`src/rtl/voice_seq_pkg.sv`:
```
// Shared widths and FSM state encoding for the voice frame sequencer.
package voice_seq_pkg;
  localparam int NUM_VOICES = 3;
  localparam int FREQ_W     = 16;
  localparam int PW_W       = 12;
  localparam int SEL_W      = 4;
  localparam int WAVE_W     = 10;
  localparam int IDX_W      = 2;

  // IDLE wait tick | SELECT check enable | ISSUE start pulse | WAIT result/timeout | ADVANCE next voice | DONE frame_valid
  typedef enum logic [2:0] {
    ST_IDLE,
    ST_SELECT,
    ST_ISSUE,
    ST_WAIT,
    ST_ADVANCE,
    ST_DONE
  } seq_state_e;
endpackage

```
`src/rtl/voice_sequencer_if.sv`:
```
// Start/ready handshake and per-voice parameters towards the time-shared generator.
interface voice_sequencer_if;
  import voice_seq_pkg::*;

  logic              start_o;
  logic [IDX_W-1:0]  act_voice_o;
  logic [FREQ_W-1:0] freq_word_o;
  logic [PW_W-1:0]   pw_word_o;
  logic [SEL_W-1:0]  wave_sel_o;
  logic              ready_i;
  logic [WAVE_W-1:0] wave_i;

  modport master (
    output start_o, act_voice_o, freq_word_o, pw_word_o, wave_sel_o,
    input  ready_i, wave_i
  );

  modport slave (
    input  start_o, act_voice_o, freq_word_o, pw_word_o, wave_sel_o,
    output ready_i, wave_i
  );
endinterface

```
`src/rtl/voice_seq_timer.sv`:
```
// Clear/enable down-counter; expired_o flags the last allowed enabled cycle.
module voice_seq_timer #(
  parameter int unsigned CNT_W = 8
) (
  input  logic             clk_i,
  input  logic             rst_i,
  input  logic             clear_i,
  input  logic             en_i,
  input  logic [CNT_W-1:0] load_val_i,
  output logic             expired_o
);
  logic [CNT_W-1:0] count_q, count_d;

  always_comb begin
    count_d = count_q;
    if (clear_i) begin
      count_d = load_val_i;
    end else if (en_i && (count_q != '0)) begin
      count_d = count_q - CNT_W'(1);
    end
  end

  always_ff @(posedge clk_i) begin
    if (rst_i) begin
      count_q <= '0;
    end else begin
      count_q <= count_d;
    end
  end

  assign expired_o = en_i && (count_q == '0);
endmodule

```
`src/rtl/voice_sequencer.sv`:
```
// Per-frame scheduler issuing one generator transaction per enabled voice.
// Optional lane summer on mix_o is built only when VOICE_SEQ_MIX_EN is defined.
module voice_sequencer
  import voice_seq_pkg::*;
#(
  parameter int unsigned TIMEOUT_CYCLES = 16
) (
  input  logic                         clk_i,
  input  logic                         rst_i,
  input  logic                         sample_tick_i,
  input  logic                         clear_status_i,
  input  logic [NUM_VOICES-1:0]        voice_en_i,
  input  logic [NUM_VOICES*FREQ_W-1:0] freq_words_i,
  input  logic [NUM_VOICES*PW_W-1:0]   pw_words_i,
  input  logic [NUM_VOICES*SEL_W-1:0]  wave_sels_i,
  voice_sequencer_if.master            gen_if,
  output logic [NUM_VOICES*WAVE_W-1:0] waves_o,
  output logic                         frame_valid_o,
  output logic                         busy_o,
  output logic                         overrun_o,
  output logic                         timeout_o,
  output logic [WAVE_W+1:0]            mix_o
);
  // Counter expires on its zero count, so load one less to allow exactly TIMEOUT_CYCLES WAIT cycles.
  localparam logic [7:0] TIMER_LOAD = 8'(TIMEOUT_CYCLES - 1);

  seq_state_e        state_q, state_d;
  logic [IDX_W-1:0]  idx_q, idx_d;
  logic [NUM_VOICES-1:0] en_snap_q;
  logic [FREQ_W-1:0] freq_snap_q [NUM_VOICES];
  logic [PW_W-1:0]   pw_snap_q   [NUM_VOICES];
  logic [SEL_W-1:0]  sel_snap_q  [NUM_VOICES];
  logic [WAVE_W-1:0] lane_q      [NUM_VOICES];
  logic              overrun_q, timeout_q;

  logic              snap_ld, lane_wr, timer_clr, timer_en, timer_exp;
  logic              timeout_set, overrun_set, start, frame_valid;
  logic [WAVE_W-1:0] lane_wdata;

  voice_seq_timer #(.CNT_W(8)) u_timer (
    .clk_i      (clk_i),
    .rst_i      (rst_i),
    .clear_i    (timer_clr),
    .en_i       (timer_en),
    .load_val_i (TIMER_LOAD),
    .expired_o  (timer_exp)
  );

  always_comb begin
    state_d     = state_q;
    idx_d       = idx_q;
    snap_ld     = 1'b0;
    lane_wr     = 1'b0;
    lane_wdata  = '0;
    timer_clr   = 1'b0;
    timer_en    = 1'b0;
    timeout_set = 1'b0;
    start       = 1'b0;
    frame_valid = 1'b0;
    case (state_q)
      ST_IDLE: begin
        if (sample_tick_i) begin
          snap_ld = 1'b1;
          idx_d   = '0;
          state_d = ST_SELECT;
        end
      end
      ST_SELECT: begin
        if (en_snap_q[idx_q]) begin
          state_d = ST_ISSUE;
        end else begin
          lane_wr = 1'b1;
          state_d = ST_ADVANCE;
        end
      end
      ST_ISSUE: begin
        start     = 1'b1;
        timer_clr = 1'b1;
        state_d   = ST_WAIT;
      end
      ST_WAIT: begin
        timer_en = 1'b1;
        if (gen_if.ready_i) begin
          lane_wr    = 1'b1;
          lane_wdata = gen_if.wave_i;
          state_d    = ST_ADVANCE;
        end else if (timer_exp) begin
          timeout_set = 1'b1;
          lane_wr     = 1'b1;
          state_d     = ST_ADVANCE;
        end
      end
      ST_ADVANCE: begin
        if (idx_q == IDX_W'(NUM_VOICES - 1)) begin
          state_d = ST_DONE;
        end else begin
          idx_d   = idx_q + IDX_W'(1);
          state_d = ST_SELECT;
        end
      end
      ST_DONE: begin
        frame_valid = 1'b1;
        state_d     = ST_IDLE;
      end
      default: state_d = ST_IDLE;
    endcase
  end

  assign overrun_set = sample_tick_i && (state_q != ST_IDLE);

  always_ff @(posedge clk_i) begin
    if (rst_i) begin
      state_q   <= ST_IDLE;
      idx_q     <= '0;
      en_snap_q <= '0;
      overrun_q <= 1'b0;
      timeout_q <= 1'b0;
      for (int v = 0; v < NUM_VOICES; v++) begin
        freq_snap_q[v] <= '0;
        pw_snap_q[v]   <= '0;
        sel_snap_q[v]  <= '0;
        lane_q[v]      <= '0;
      end
    end else begin
      state_q <= state_d;
      idx_q   <= idx_d;
      if (snap_ld) begin
        en_snap_q <= voice_en_i;
        for (int v = 0; v < NUM_VOICES; v++) begin
          freq_snap_q[v] <= freq_words_i[v*FREQ_W +: FREQ_W];
          pw_snap_q[v]   <= pw_words_i[v*PW_W +: PW_W];
          sel_snap_q[v]  <= wave_sels_i[v*SEL_W +: SEL_W];
        end
      end
      if (lane_wr) begin
        lane_q[idx_q] <= lane_wdata;
      end
      // Set has priority over a simultaneous clear.
      if (overrun_set)         overrun_q <= 1'b1;
      else if (clear_status_i) overrun_q <= 1'b0;
      if (timeout_set)         timeout_q <= 1'b1;
      else if (clear_status_i) timeout_q <= 1'b0;
    end
  end

  assign gen_if.start_o     = start;
  assign gen_if.act_voice_o = idx_q;
  assign gen_if.freq_word_o = freq_snap_q[idx_q];
  assign gen_if.pw_word_o   = pw_snap_q[idx_q];
  assign gen_if.wave_sel_o  = sel_snap_q[idx_q];

  assign frame_valid_o = frame_valid;
  assign busy_o        = (state_q != ST_IDLE);
  assign overrun_o     = overrun_q;
  assign timeout_o     = timeout_q;

  for (genvar v = 0; v < NUM_VOICES; v++) begin : g_lanes
    assign waves_o[v*WAVE_W +: WAVE_W] = lane_q[v];
  end

`ifdef VOICE_SEQ_MIX_EN
  assign mix_o = {2'b0, lane_q[0]} + {2'b0, lane_q[1]} + {2'b0, lane_q[2]};
`else
  assign mix_o = '0;
`endif
endmodule

```
`src/flat_wrapper.sv`:
```
// flat-port wrapper written by rule: the top's interface ports become plain ports
module voice_sequencer_flat import voice_seq_pkg::*;
#(
  parameter int unsigned TIMEOUT_CYCLES = 16
)
  (clk_i, rst_i, sample_tick_i, clear_status_i, voice_en_i, freq_words_i, pw_words_i, wave_sels_i, waves_o, frame_valid_o, busy_o, overrun_o, timeout_o, mix_o, gen_if_start_o, gen_if_act_voice_o, gen_if_freq_word_o, gen_if_pw_word_o, gen_if_wave_sel_o, gen_if_ready_i, gen_if_wave_i);
  voice_sequencer_if gen_if_i ();
  input  logic clk_i;
  input  logic rst_i;
  input  logic sample_tick_i;
  input  logic clear_status_i;
  input  logic [NUM_VOICES-1:0] voice_en_i;
  input  logic [NUM_VOICES*FREQ_W-1:0] freq_words_i;
  input  logic [NUM_VOICES*PW_W-1:0] pw_words_i;
  input  logic [NUM_VOICES*SEL_W-1:0] wave_sels_i;
  output logic [NUM_VOICES*WAVE_W-1:0] waves_o;
  output logic frame_valid_o;
  output logic busy_o;
  output logic overrun_o;
  output logic timeout_o;
  output logic [WAVE_W+1:0] mix_o;
  output wire logic [$bits(gen_if_i.start_o)-1:0] gen_if_start_o;
  output wire logic [$bits(gen_if_i.act_voice_o)-1:0] gen_if_act_voice_o;
  output wire logic [$bits(gen_if_i.freq_word_o)-1:0] gen_if_freq_word_o;
  output wire logic [$bits(gen_if_i.pw_word_o)-1:0] gen_if_pw_word_o;
  output wire logic [$bits(gen_if_i.wave_sel_o)-1:0] gen_if_wave_sel_o;
  input wire logic [$bits(gen_if_i.ready_i)-1:0] gen_if_ready_i;
  input wire logic [$bits(gen_if_i.wave_i)-1:0] gen_if_wave_i;
  assign gen_if_start_o = gen_if_i.start_o;
  assign gen_if_act_voice_o = gen_if_i.act_voice_o;
  assign gen_if_freq_word_o = gen_if_i.freq_word_o;
  assign gen_if_pw_word_o = gen_if_i.pw_word_o;
  assign gen_if_wave_sel_o = gen_if_i.wave_sel_o;
  assign gen_if_i.ready_i = gen_if_ready_i;
  assign gen_if_i.wave_i = gen_if_wave_i;
  voice_sequencer #(.TIMEOUT_CYCLES(TIMEOUT_CYCLES)) u_core (.clk_i(clk_i), .rst_i(rst_i), .sample_tick_i(sample_tick_i), .clear_status_i(clear_status_i), .voice_en_i(voice_en_i), .freq_words_i(freq_words_i), .pw_words_i(pw_words_i), .wave_sels_i(wave_sels_i), .gen_if(gen_if_i), .waves_o(waves_o), .frame_valid_o(frame_valid_o), .busy_o(busy_o), .overrun_o(overrun_o), .timeout_o(timeout_o), .mix_o(mix_o));
endmodule
```
`config.mk`:
```
export PLATFORM = sky130hd
export DESIGN_NAME = voice_sequencer_flat
export DESIGN_NICKNAME = d
export VERILOG_FILES = /design/src/rtl/voice_seq_pkg.sv /design/src/rtl/voice_sequencer_if.sv /design/src/rtl/voice_seq_timer.sv /design/src/rtl/voice_sequencer.sv /design/src/flat_wrapper.sv
export SDC_FILE = /design/constraint.sdc
export NUM_CORES = 1
export LEC_CHECK = 0
export BUFFER_PORTS_ARGS = -buffer_cell sky130_fd_sc_hd__buf_2
export CORE_UTILIZATION = 25
export CTS_BUF_LIST = sky130_fd_sc_hd__clkbuf_8
export DETAILED_ROUTE_END_ITERATION = 10
export HOLD_SLACK_MARGIN = 0.08
export PLACE_DENSITY = 0.57
export SETUP_SLACK_MARGIN = 0.3
export SLEW_MARGIN = 30
export SYNTH_ARGS = -nofsm -noshare
export SYNTH_HDL_FRONTEND = slang
export SYNTH_HIERARCHICAL = 1
export SYNTH_SLANG_ARGS = --single-unit
```
`constraint.sdc`:
```
create_clock -name clk_i -period 4 [get_ports clk_i]
set_input_delay 0 -clock clk_i [delete_from_list [all_inputs] [get_ports clk_i]]
set_output_delay 0 -clock clk_i [all_outputs]
set_load 0.05 [all_outputs]
```
# After elaboration in Yosys (flattened, before gate mapping)
# Memory sizes are Yosys's and may differ from the RTL's. A register that Yosys moved wholly into a read port is not among the register bits.
# Index checks and enable logic that the tools add are counted.
# totals
elab_cells	102
mem_count	4
in_bits	114
output_inout_bits	81
ram_bits	126
reg_bits	18
# mem_list
memory	depth	word_bits	rd	rd_clocked_by_memory_dff	write_ports	line	rtl
u_core.freq_snap_q	3	16	1	1	3	voice_sequencer.sv:30	logic [FREQ_W-1:0] freq_snap_q [NUM_VOICES];
u_core.pw_snap_q	3	12	1	1	3	voice_sequencer.sv:31	logic [PW_W-1:0] pw_snap_q [NUM_VOICES];
u_core.lane_q	3	10	3	0	3	voice_sequencer.sv:33	logic [WAVE_W-1:0] lane_q [NUM_VOICES];
u_core.sel_snap_q	3	4	1	1	3	voice_sequencer.sv:32	logic [SEL_W-1:0] sel_snap_q [NUM_VOICES];
# op_classes
muxes	55
eq_ne	9
n_lt_le_gt_ge	1
reduce_logical	15
n_bitwise	9
add_sub_neg	2
# ops
operator	count
$mux 16	3
$mux 12	3
$mux 10	3
$mux 1	23
$mux 4	5
$mux 2	9
$mux 3	5
$pmux 3 s5	1
$reduce_or 10->1	1
$or 1x1->1	9
$logic_not 8->1	1
$reduce_bool 2->1	4
$reduce_bool 8->1	1
$sub 8x1->8 const B	1
$eq 3x2->1 const B	2
$eq 3x3->1 const B	2
$ne 2x2->1 const B	2
$pmux 2 s2	1
$eq 3x1->1 const B	1
$logic_and 1x1->1	3
$logic_not 3->1	1
$lt 2x3->1 const B	1
$ne 3x2->1 const B	1
$reduce_and 3->1	1
other kinds (7)	7

# Logic depth before layout (Yosys ltp)
# logic_depth
word_depth	11
mapped_depth	9
ltp_nobuf	8

# By module
# The synthesis kept the hierarchy.
# modules_own_cells
module	cells_each	seq_area_each_um2	area_per_inst_um2	n_inst
voice_sequencer	470	4023.9	6018.3	1
voice_seq_timer	64	160.2	524.3	1

# Worst setup path after synthesis
# Ideal clock, no wire load.
# synth_path
path_type	register to register
start	reg u_core.state_q[0]
end	mem u_core.freq_snap_q[0][0] (enable)
arrival_ns	2.617
period_less_slack_ns	3.066
n_path_buf	1
stages_incl_launch_ff	5
slack_ns	0.934
path_cell_list	dfxtp_1 -> buf_6 -> nor3_4 -> a21oi_1 -> inv_1
# synth_rtl
element	line	rtl
start: declaration	voice_sequencer.sv:27	seq_state_e state_q, state_d;
start signal: assignment	voice_sequencer.sv:125	state_q <= state_d;
end: declaration	voice_sequencer.sv:30	

==> flow_metrics.tcl <==
set metrics [dict create \
    hold_class "in2reg" \
    ctsHoldBuffers 118 \
    final_nets 955 \
    slowest_stage "or4b_2" \
    leakage_nw 3.79 \
    holdCritStartpoint "voice_en_i[2]" \
    cap_violations 0 \
    hold_viol 0 \
    cts_tree "done" \
    grt_pass1_wl_mm 25.5 \
    synth_area_leader_cell "edfxtp_1" \
    cp.arrival_ps 2870 \
    die_h_um 164 \
    first_global_vias 5046 \
    yosysSeqAreaShare 0.640 \
    die-width_um 164 \
    cts_made_buffers 17 \
    finalWirelength_mm 16.7 \
    drt_iter0_drc 285 \
    fin_crit_ps 2770 \
    die_area_mm2 0.0268 \
    critPathBufInv 1 \
    clock_sinks 146 \
    r2r_start "u_core/u_timer/count_q[0]" \
    r2r_end "u_core/lane_q[2][1]" \
    critPathMaxFanout 10 \
    synthTopCellsByCount "edfxtp_1, and2_1, nand2_1" \
    outcome "completed" \
    cp_slowest_stage_delay_ps 640 \
    maxSlewViolCount 0 \
    wl_per_cell_um 14.2 \
    critPathCaptureType "register" \
    max_slew_margin 0.451 \
    ys_seq_elements 146 \
    worstMarginPinSlew_ps 821 \
    yosys_warnings 6 \
    fillers 2532 \
    via_per_inst 4.21 \
    cts-resized-gates 0 \
    io_pins 195 \
    synth_top_area_share 0.578 \
    clkTransAtPathRegs_ps 120 \
    rsz0062_at_grt "no" \
    first_pass_iters 5 \
    holdWs_ps 294 \
    avgSynthCellArea_um2 12.3 \
    synth_most_common_cell "edfxtp_1" \
    peakVddDrop_uv 187 \
    fmax_ghz 0.361 \
    grt_max_degree 63 \
    netlist-cell-type-count 53 \
    startpoint_type "register" \
    clockRootBuffer "clkbuf_8" \
    syn_area_mm2 0.00654 \
    cp.depth 7 \
    netlist_instances 534 \
    rows 58 \
    fin_skew_ps 21.6 \
    period_share 0.693 \
    setup-violations-final 0 \
    crit_chain "inv_1 -> ha_1 -> or4b_2 -> nor3_1 -> nor2_1 -> o21ai_0 -> a21o_1" \
    gp_congestion 0.789 \
    htree_levels 4 \
    start_util 0.258 \
    drive_above_1_share 0.289 \
    clkLatencyLatePin_ps 460 \
    rr_worst_depth 7 \
    antenna_found_initial 0 \
    diodes 0 \
    hpwl_mm 10.6 \
    tns_ps 0 \
    syn_to_final_growth_pct 43.2 \
    track_usage 0.125 \
    crit_family "simple AND/OR/NAND/NOR gates" \
    port_buffers 182 \
    vias 4971 \
    cts_buffer_depth 2 \
    critPathKind "reg2reg" \
    post-cts-setup-buffers 0 \
    synthArstFlopShare 0 \
    synth-edff-count 126 \
    cp.required_ps 4100 \
    totalPowerFinal_mw 3.68 \
    whs_path_depth 3 \
    grt_overflow 0 \
    postRouteAntennaNets 0 \
    synth_flop_cell "edfxtp_1" \
    reg2reg_slack_ps 1230 \
    power.density_mw_per_mm2 393 \
    min_to "u_core/en_snap_q[2]" \
    drc_errors 0 \
    synthTopCellsByArea "edfxtp_1, and2_1, dfxtp_1, mux2i_1, o21ai_0" \
    core-area_mm2 0.0254 \
]
-- layout make-up --
class / instances / area, um^2 / area share
clock inverters: 15 / 194 / 0.0207
multi-input cells: 356 / 2150 / 0.229
clock buffers: 17 / 234 / 0.0250
inverters: 10 / 40.0 / 0.00427
well taps: 330 / 413 / 0.0441
flip-flops and latches: 146 / 4190 / 0.447
repair buffers: 306 / 2150 / 0.229
-- worst max-delay path by stage --
| stage | start | to | slack, ps |
|---|---|---|---|
| 6_report | u_core/u_timer/count_q[0] | u_core/lane_q[2][1] | 1230 |
| 5_1_grt | u_core/u_timer/count_q[0] | u_core/lane_q[2][9] | 1050 |
| 4_1_cts | u_core/u_timer/count_q[0] | u_core/lane_q[2][6] | 1240 |
| 3_5_place_dp | u_core/u_timer/count_q[0] | u_core/lane_q[2][1] | 1310 |
| 3_3_place_gp | u_core/u_timer/count_q[0] | u_core/lane_q[2][0] | 1330 |
| 2_1_floorplan | u_core/state_q[0] | u_core/freq_snap_q[0][0] | 930 |
-- through the flow --
step	setup WS, ps	util	area [um^2]	instances
2_1_floorplan	934	-	6610	553
3_3_place_gp	1330	0.305	7760	1030
3_5_place_dp	1310	0.305	7760	1030
4_1_cts	1240	0.369	9370	1180
5_1_grt	1050	0.369	9370	1180
6_report	1230	0.369	9370	1180
-- kinds of logic after synthesis --
family / count (synthesis) / synth area share
AO/OA/AOI/OAI: 75 / 0.0698
other: 2 / 0.00115
buffers and inverters: 51 / 0.0428
adder cells (fa/ha/maj): 4 / 0.00765
multiplexers: 35 / 0.0537
flip-flops: 146 / 0.640
AND/OR/NAND/NOR: 221 / 0.185
-- routing by layer --
metal  part of all wire  GRT usage  wire length (um)
met4              0.014     0.0455               241
met3              0.041     0.0247               685
met5                  0          0                 0
met2               0.51      0.220              8460
met1               0.44      0.151              7310
-- cell usage in the layout (no fill, tap or decap), types with 4 or more instances in the layout --
master and instances:
a21oi_1 10, and2_1 87, and2_2 10, buf_2 182, buf_4 5, clkbuf_8 17
clkinv_8 6, conb_1 21, dfxtp_1 18, dlygate4sd3_1 118, edfxtp_1 126, ha_1 4
inv_1 9, inv_8 4, mux2i_1 34, nand2_1 47, nand2_2 4, nand3_1 4
nor2_1 40, nor2b_1 5, o21ai_0 38
-- sequential cells by signal (all words and copies together), names as in the netlist, named ones only --
signal	flops
u_core/u_timer/count_q	8
u_core/timeout_o	1
u_core/en_snap_q	3
u_core/gen_if.act_voice_o	2
u_core/overrun_o	1
u_core/lane_q	30
u_core/pw_snap_q	36
u_core/sel_snap_q	12
u_core/state_q	3
u_core/freq_snap_q	48
-- worst min-delay path: cells and delay by family --
kind / cells / cell delay [ps]
buffers and inverters: 2 / 610
AO/OA/AOI/OAI: 1 / 120
-- power by group --
group | internal, mW | switching (mW) | total (mW)
sequential | 1.80 | 0.0426 | 1.84
combinational | 0.228 | 0.409 | 0.637
clock | 0.491 | 0.715 | 1.21
(Power assumes the default switching activity.)
